### src/rtl/array_element_streamer_if.sv
// -----------------------------------------------------------------------------
// array_element_streamer_if
// Bundles the two valid/ready links of the array element streamer.
//   in_valid / in_ready / in_array       : packed array in, one array per handshake
//   out_valid / out_ready / out_elem     : element stream out, index 0 first
//   out_last                             : marks element NUM_ELEMS-1
//   out_idx                              : element index (only when the macro
//                                          ARRAY_STREAM_IDX_EN is defined)
// Modports:
//   slave  - the streamer itself
//   master - the surrounding producer/consumer (or a testbench)
// -----------------------------------------------------------------------------
interface array_element_streamer_if #(
   parameter int ELEM_W    = 33,
   parameter int NUM_ELEMS = 4
);
   localparam int IDX_W = $clog2((NUM_ELEMS > 2) ? NUM_ELEMS : 2);

   logic                          in_valid;
   logic                          in_ready;
   logic [ELEM_W*NUM_ELEMS-1:0]   in_array;
   logic                          out_valid;
   logic                          out_ready;
   logic [ELEM_W-1:0]             out_elem;
   logic                          out_last;
`ifdef ARRAY_STREAM_IDX_EN
   logic [IDX_W-1:0]              out_idx;

   modport slave (
      input  in_valid, in_array, out_ready,
      output in_ready, out_valid, out_elem, out_last, out_idx
   );

   modport master (
      output in_valid, in_array, out_ready,
      input  in_ready, out_valid, out_elem, out_last, out_idx
   );
`else
   modport slave (
      input  in_valid, in_array, out_ready,
      output in_ready, out_valid, out_elem, out_last
   );

   modport master (
      output in_valid, in_array, out_ready,
      input  in_ready, out_valid, out_elem, out_last
   );
`endif
endinterface

### src/rtl/array_element_streamer.sv
// -----------------------------------------------------------------------------
// array_element_streamer
// Captures one packed array of NUM_ELEMS elements per input handshake and
// streams the elements out one per beat, index 0 first.
// Ports:
//   clk       : rising-edge clock
//   rst_n     : asynchronous active-low reset
//   strm_io   : array_element_streamer_if.slave (input array link + output
//               element link, see the interface header)
// Optional feature macro: ARRAY_STREAM_IDX_EN adds the registered out_idx port.
// All outputs are registered except in_ready, which is combinational so a new
// array can be captured on the same cycle the last element is accepted.
// -----------------------------------------------------------------------------
module array_element_streamer #(
   parameter int ELEM_W    = 33,
   parameter int NUM_ELEMS = 4
) (
   input  logic                     clk,
   input  logic                     rst_n,
   array_element_streamer_if.slave  strm_io
);
   localparam int ARR_W = ELEM_W * NUM_ELEMS;
   localparam int IDX_W = $clog2((NUM_ELEMS > 2) ? NUM_ELEMS : 2);
   localparam logic [IDX_W-1:0] LAST_IDX = IDX_W'(NUM_ELEMS - 1);

   typedef enum logic [0:0] {
      ST_IDLE   = 1'b0,
      ST_STREAM = 1'b1
   } state_t;

   state_t              state_q, state_d;
   logic [ARR_W-1:0]    buf_q, buf_d;
   logic [IDX_W-1:0]    idx_q, idx_d;
   logic                valid_q, valid_d;
   logic [ELEM_W-1:0]   elem_q, elem_d;
   logic                last_q, last_d;

   logic                finish_s;
   logic                advance_s;
   logic                capture_s;
   logic                in_ready_s;
   logic [IDX_W-1:0]    next_idx_s;
   logic [ELEM_W-1:0]   buf_elems_s [NUM_ELEMS];

   // Element view of the captured array buffer
   for (genvar g = 0; g < NUM_ELEMS; g++) begin : g_elems
      assign buf_elems_s[g] = buf_q[g*ELEM_W +: ELEM_W];
   end

   // Handshake decode: the last element leaving frees the buffer this cycle
   assign finish_s   = valid_q & strm_io.out_ready & last_q;
   assign advance_s  = valid_q & strm_io.out_ready & ~last_q;
   assign capture_s  = strm_io.in_valid & in_ready_s;
   assign next_idx_s = idx_q + IDX_W'(1);

   // Input readiness: free when idle, or when the final beat is being accepted
   always_comb begin
      in_ready_s = 1'b0;
      case (state_q)
         ST_IDLE:   in_ready_s = 1'b1;
         ST_STREAM: in_ready_s = finish_s;
         default:   in_ready_s = 1'b0;
      endcase
   end

   // Next-state: capture has priority so back-to-back arrays stream without a bubble
   always_comb begin
      state_d = state_q;
      buf_d   = buf_q;
      idx_d   = idx_q;
      valid_d = valid_q;
      elem_d  = elem_q;
      last_d  = last_q;
      if (capture_s) begin
         state_d = ST_STREAM;
         buf_d   = strm_io.in_array;
         idx_d   = {IDX_W{1'b0}};
         valid_d = 1'b1;
         elem_d  = strm_io.in_array[ELEM_W-1:0];
         last_d  = (LAST_IDX == {IDX_W{1'b0}});
      end else if (advance_s) begin
         idx_d   = next_idx_s;
         elem_d  = buf_elems_s[next_idx_s];
         last_d  = (next_idx_s == LAST_IDX);
      end else if (finish_s) begin
         // out_elem and idx keep their last values; only the link goes idle
         state_d = ST_IDLE;
         valid_d = 1'b0;
         last_d  = 1'b0;
      end else begin
         state_d = state_q;
      end
   end

   // State and output registers
   always_ff @(posedge clk or negedge rst_n) begin
      if (!rst_n) begin
         state_q <= ST_IDLE;
         buf_q   <= {ARR_W{1'b0}};
         idx_q   <= {IDX_W{1'b0}};
         valid_q <= 1'b0;
         elem_q  <= {ELEM_W{1'b0}};
         last_q  <= 1'b0;
      end else begin
         state_q <= state_d;
         buf_q   <= buf_d;
         idx_q   <= idx_d;
         valid_q <= valid_d;
         elem_q  <= elem_d;
         last_q  <= last_d;
      end
   end

   assign strm_io.in_ready  = in_ready_s;
   assign strm_io.out_valid = valid_q;
   assign strm_io.out_elem  = elem_q;
   assign strm_io.out_last  = last_q;
`ifdef ARRAY_STREAM_IDX_EN
   assign strm_io.out_idx   = idx_q;
`endif

endmodule

### src/flat_wrapper.sv
// flat-port wrapper written by rule: the top's interface ports become plain ports
module array_element_streamer_flat 
#(
   parameter int ELEM_W    = 33,
   parameter int NUM_ELEMS = 4
)
  (clk, rst_n, strm_io_in_valid, strm_io_in_array, strm_io_out_ready, strm_io_in_ready, strm_io_out_valid, strm_io_out_elem, strm_io_out_last);
  array_element_streamer_if #(.ELEM_W(ELEM_W), .NUM_ELEMS(NUM_ELEMS)) strm_io_i ();
  input  logic clk;
  input  logic rst_n;
  input wire logic [$bits(strm_io_i.in_valid)-1:0] strm_io_in_valid;
  input wire logic [$bits(strm_io_i.in_array)-1:0] strm_io_in_array;
  input wire logic [$bits(strm_io_i.out_ready)-1:0] strm_io_out_ready;
  output wire logic [$bits(strm_io_i.in_ready)-1:0] strm_io_in_ready;
  output wire logic [$bits(strm_io_i.out_valid)-1:0] strm_io_out_valid;
  output wire logic [$bits(strm_io_i.out_elem)-1:0] strm_io_out_elem;
  output wire logic [$bits(strm_io_i.out_last)-1:0] strm_io_out_last;
  assign strm_io_i.in_valid = strm_io_in_valid;
  assign strm_io_i.in_array = strm_io_in_array;
  assign strm_io_i.out_ready = strm_io_out_ready;
  assign strm_io_in_ready = strm_io_i.in_ready;
  assign strm_io_out_valid = strm_io_i.out_valid;
  assign strm_io_out_elem = strm_io_i.out_elem;
  assign strm_io_out_last = strm_io_i.out_last;
  array_element_streamer #(.ELEM_W(ELEM_W), .NUM_ELEMS(NUM_ELEMS)) u_core (.clk(clk), .rst_n(rst_n), .strm_io(strm_io_i));
endmodule
### config.mk
export PLATFORM = sky130hd
export DESIGN_NAME = array_element_streamer_flat
export DESIGN_NICKNAME = d
export VERILOG_FILES = /design/src/rtl/array_element_streamer_if.sv /design/src/rtl/array_element_streamer.sv /design/src/flat_wrapper.sv
export SDC_FILE = /design/constraint.sdc
export NUM_CORES = 1
export LEC_CHECK = 0
export ABC_AREA = 1
export CAP_MARGIN = 25
export CORE_UTILIZATION = 48
export CTS_BUF_LIST = sky130_fd_sc_hd__clkbuf_4 sky130_fd_sc_hd__clkbuf_8
export DETAILED_ROUTE_END_ITERATION = 8
export HOLD_SLACK_MARGIN = 0.08
export PLACE_DENSITY = 0.79
export SLEW_MARGIN = 5
export SYNTH_ARGS = -nofsm -noshare
export SYNTH_HDL_FRONTEND = slang
export SYNTH_SLANG_ARGS = --single-unit
### constraint.sdc
create_clock -name clk -period 1.9 [get_ports clk]
set_input_delay 0.285 -clock clk [delete_from_list [all_inputs] [get_ports clk]]
set_output_delay 0.285 -clock clk [all_outputs]
set_load 0.02 [all_outputs]
==> impl_results.md <==
- Outcome: finished, final reports clean
- Mapped Cells: around 1000
- Max Slew Vio Count: 0
- Final setup fails: 0
- CP startpoint kind: flip-flop
- Commonest cells in the netlist: nand2_1 (333), dfrtp_1 (169), inv_1 (167), nand3_1 (102), o21ai_0 (100)
- Root buffer cell: clkbuf_8
- Syn nets: around 1200
- Crit path largest cell delay: roughly 0.64 ns
- Port Buf Inserts: ~170
- Clk sinks: between 150 and 200
- Setup repair after global routing missed its margin: no
- Total global-route track usage: about 26%
- Clock slew at reported path FFs: roughly 0.090 ns
- Post-CTS setup buffer count: 0
- LEAKAGE: approximately 5.2 nW
- CP Max Fanout: 4
- Final Hold Viols: 0
- Fin cells: between 1000 and 1500
- Skew final: around 0.012 ns
- Crit path DAT: about 1.5 ns
- CP endpoint kind: output pin
- Switch share: roughly 42%
- Die X: 131 um
- Post-DR wirelength/cell: 14.4 um
- Max cap viols: 0
- Ant diodes: 0
- Die area: between 0.015 and 0.02 mm^2
- Least-Margin Pin Slew: 0.821 ns
- VDD IR max: 1.02 mV
- Switching pwr: around 0.0074 W
- Combinational power share: slightly above 50%
- Routed Antenna Nets: 0
- Main area contributors after synthesis: dfrtp_1 (53%), nand2_1 (16%), inv_1 (7.9%), nand3_1 (6.4%), o21ai_0 (6.3%)
- Syn Area/Cell: around 7.6 um^2
- Crit path buf inv count: 1
- GPL Wtd Cong: about 0.77
- H-tree Lvls: 4
- CP Class: reg -> out
- Worst path required time: roughly 1.6 ns
- Tmin final: 1.81 ns
- R2R depth: 8
- Core area: roughly 0.016 mm^2
- Critical path startpoint: u_core.state_q$_DFFE_PN0P_
- Initial Utilization: 49.7%
- FMAX: ~550 MHz
- Layout area overhead: 30.6%
- EDFF count, synth: 0
- # nets final: 1337
- Area share of the largest cell type after synthesis: between 50 and 60%
- Cell Area, Synth: roughly 0.008 mm^2
- Most common cell in the synthesized netlist: nand2_1
- TritonCTS clock tree: yes
- Flops & latches, synth: 169
- DIE HEIGHT: approximately 130 um
- Fin util: between 60% and 70%
- Hold Path Class: in -> async
- Inst Count DP: ~1400
- Final worst-path cycle share: 95.4%
- Post-DP HPWL: between 10000 and 15000 um
- CP Depth: 1
- Vias in the first global route: a little under 7000
- DR DRC count: 0
- Layout cells sized above 1: between 5 and 6%
- YS warnings: 0
- Max-slew headroom: 45.2%
- Largest net degree at the start of global routing: between 60 and 70
- First-pass DRT Iterations: 5
- Synth unique cells: 17
- Clk_lat worst skew: 0.46 ns
- Register area share after synthesis: a little over half
- Post-synth ARST share: 100%
- Ys flop type: dfrtp_1
- Final setup TNS: 0 ns
- Num CTS Buffers: 17
- 1st-iter DRT viols: around 550
- Max stage delay cell, worst path: clkdlybuf4s50_1
- Worst R2R Setup Slack: 0.26 ns
- Internal: 0.0100 W
- Global-route wire length before repair: around 34000 um
- Worst R2R Start: u_core.idx_q[0]$_DFFE_PN0P_
- Clock Path Buffers: 2
- CP cell instances: clkdlybuf4s50_1
- IO Count: 172
- Cell area power density: roughly 1700 mW/mm^2
- Largest area contributor in the netlist: dfrtp_1
- Std-Cell Rows: 46
- Grt total ovfl: 0
- CP top delay family: buffers and inverters
- Via count: a little over 7000
- Flop pwr share: between 30 and 40%
- Via/cell ratio: around 5.0
- Clock share of power: around 15%
- Final wirelength: about 21000 um
- Antenna violations before repair: 0
[stage by stage]
step	setup WS, ns	total power (W)	instance area, um^2	hold slack, ns
CTS	0.0619	0.0175	10400	0.254
global placement	0.0867	0.0146	9970	0.202
floorplan	0.0150	0.0119	7960	-0.0106
finish	0.0869	0.0174	10400	0.260
global route	0.0255	0.0190	10400	0.264
detailed placement	0.0728	0.0149	9970	0.201
[area by class of cell]
| cell class | instances | area [um^2] |
|---|---|---|
| repair buffers | 202 | 2080 |
| fillers | 1386 | 5620 |
| clock inverters | 11 | 121 |
| flip-flops and latches | 169 | 4230 |
| multi-input cells | 641 | 2760 |
| inverters | 169 | 639 |
| well taps | 216 | 270 |
| clock buffers | 21 | 277 |
[what timing repair did]
item,in CTS,in global routing
resized for setup,1,0
endpoints found under the hold margin,119,0
setup endpoints to repair,1,0
hold buffers,1,0
[power by group through the flow]
stage	logic, W	clock network [W]	registers [W]
5_1_grt	0.0101	0.00279	0.00615
4_1_cts	0.00888	0.00263	0.00600
3_3_place_gp	0.00855	0	0.00601
3_5_place_dp	0.00879	0	0.00607
2_1_floorplan	0.00554	0	0.00635
6_report	0.00885	0.00259	0.00600
[final timing paths]
check                                                           to
setup / recovery                                 strm_io_out_valid
hold / removal                        u_core.buf_q[63]$_DFFE_PN0P_
setup reg to reg           u_core.strm_io.out_elem[11]$_DFFE_PN0P_
hold reg to reg                       u_core.buf_q[82]$_DFFE_PN0P_
max in group asynchronous             u_core.buf_q[91]$_DFFE_PN0P_
min in group clk                     u_core.buf_q[122]$_DFFE_PN0P_
[cells in the final DEF (no fill, tap or decap), drive strengths merged, types with 21 or more instances in the layout]
| master | synthesis | routed |
|---|---|---|
| nand2 | 336 | 336 |
| o21ai | 135 | 135 |
| dfrtp | 169 | 169 |
| nand3 | 102 | 102 |
| nor2 | 33 | 33 |
| buf | 51 | 32 |
| a21oi | 33 | 33 |
| clkdlybuf4s50 | 0 | 168 |
| clkbuf | 14 | 21 |
| inv | 169 | 170 |
[layer usage]
| metal | global-route usage (%) | wire, um | vias up |
|---|---|---|---|
| met5 | 0 | 0 | - |
| met4 | 7.37 | 276 | 0 |
| met3 | 5.37 | 1340 | 27 |
| met2 | 42.2 | 9840 | 276 |
| met1 | 34.0 | 9110 | 3405 |
| li1 | - | - | 3507 |
[logic make-up (layout without fill, tap and decap cells)]
family                     after synthesis  count (layout)  share of synthesized area [%]
AOI/OAI and AO/OA                      168             168                           10.6
adders and majority gates                1               1                          0.157
buffers and inverters                  234             403                           12.0
DFF                                    169             169                           53.2
and+or+nand+nor                        472             472                           24.0
[flip-flops by register name (all words and copies together), names as in the netlist]
signal and flops:
u_core.buf_q 132, u_core.strm_io.out_elem 33, u_core.state_q 1, u_core.idx_q 2, u_core.strm_io.out_last 1
(Power assumes the default switching activity.)
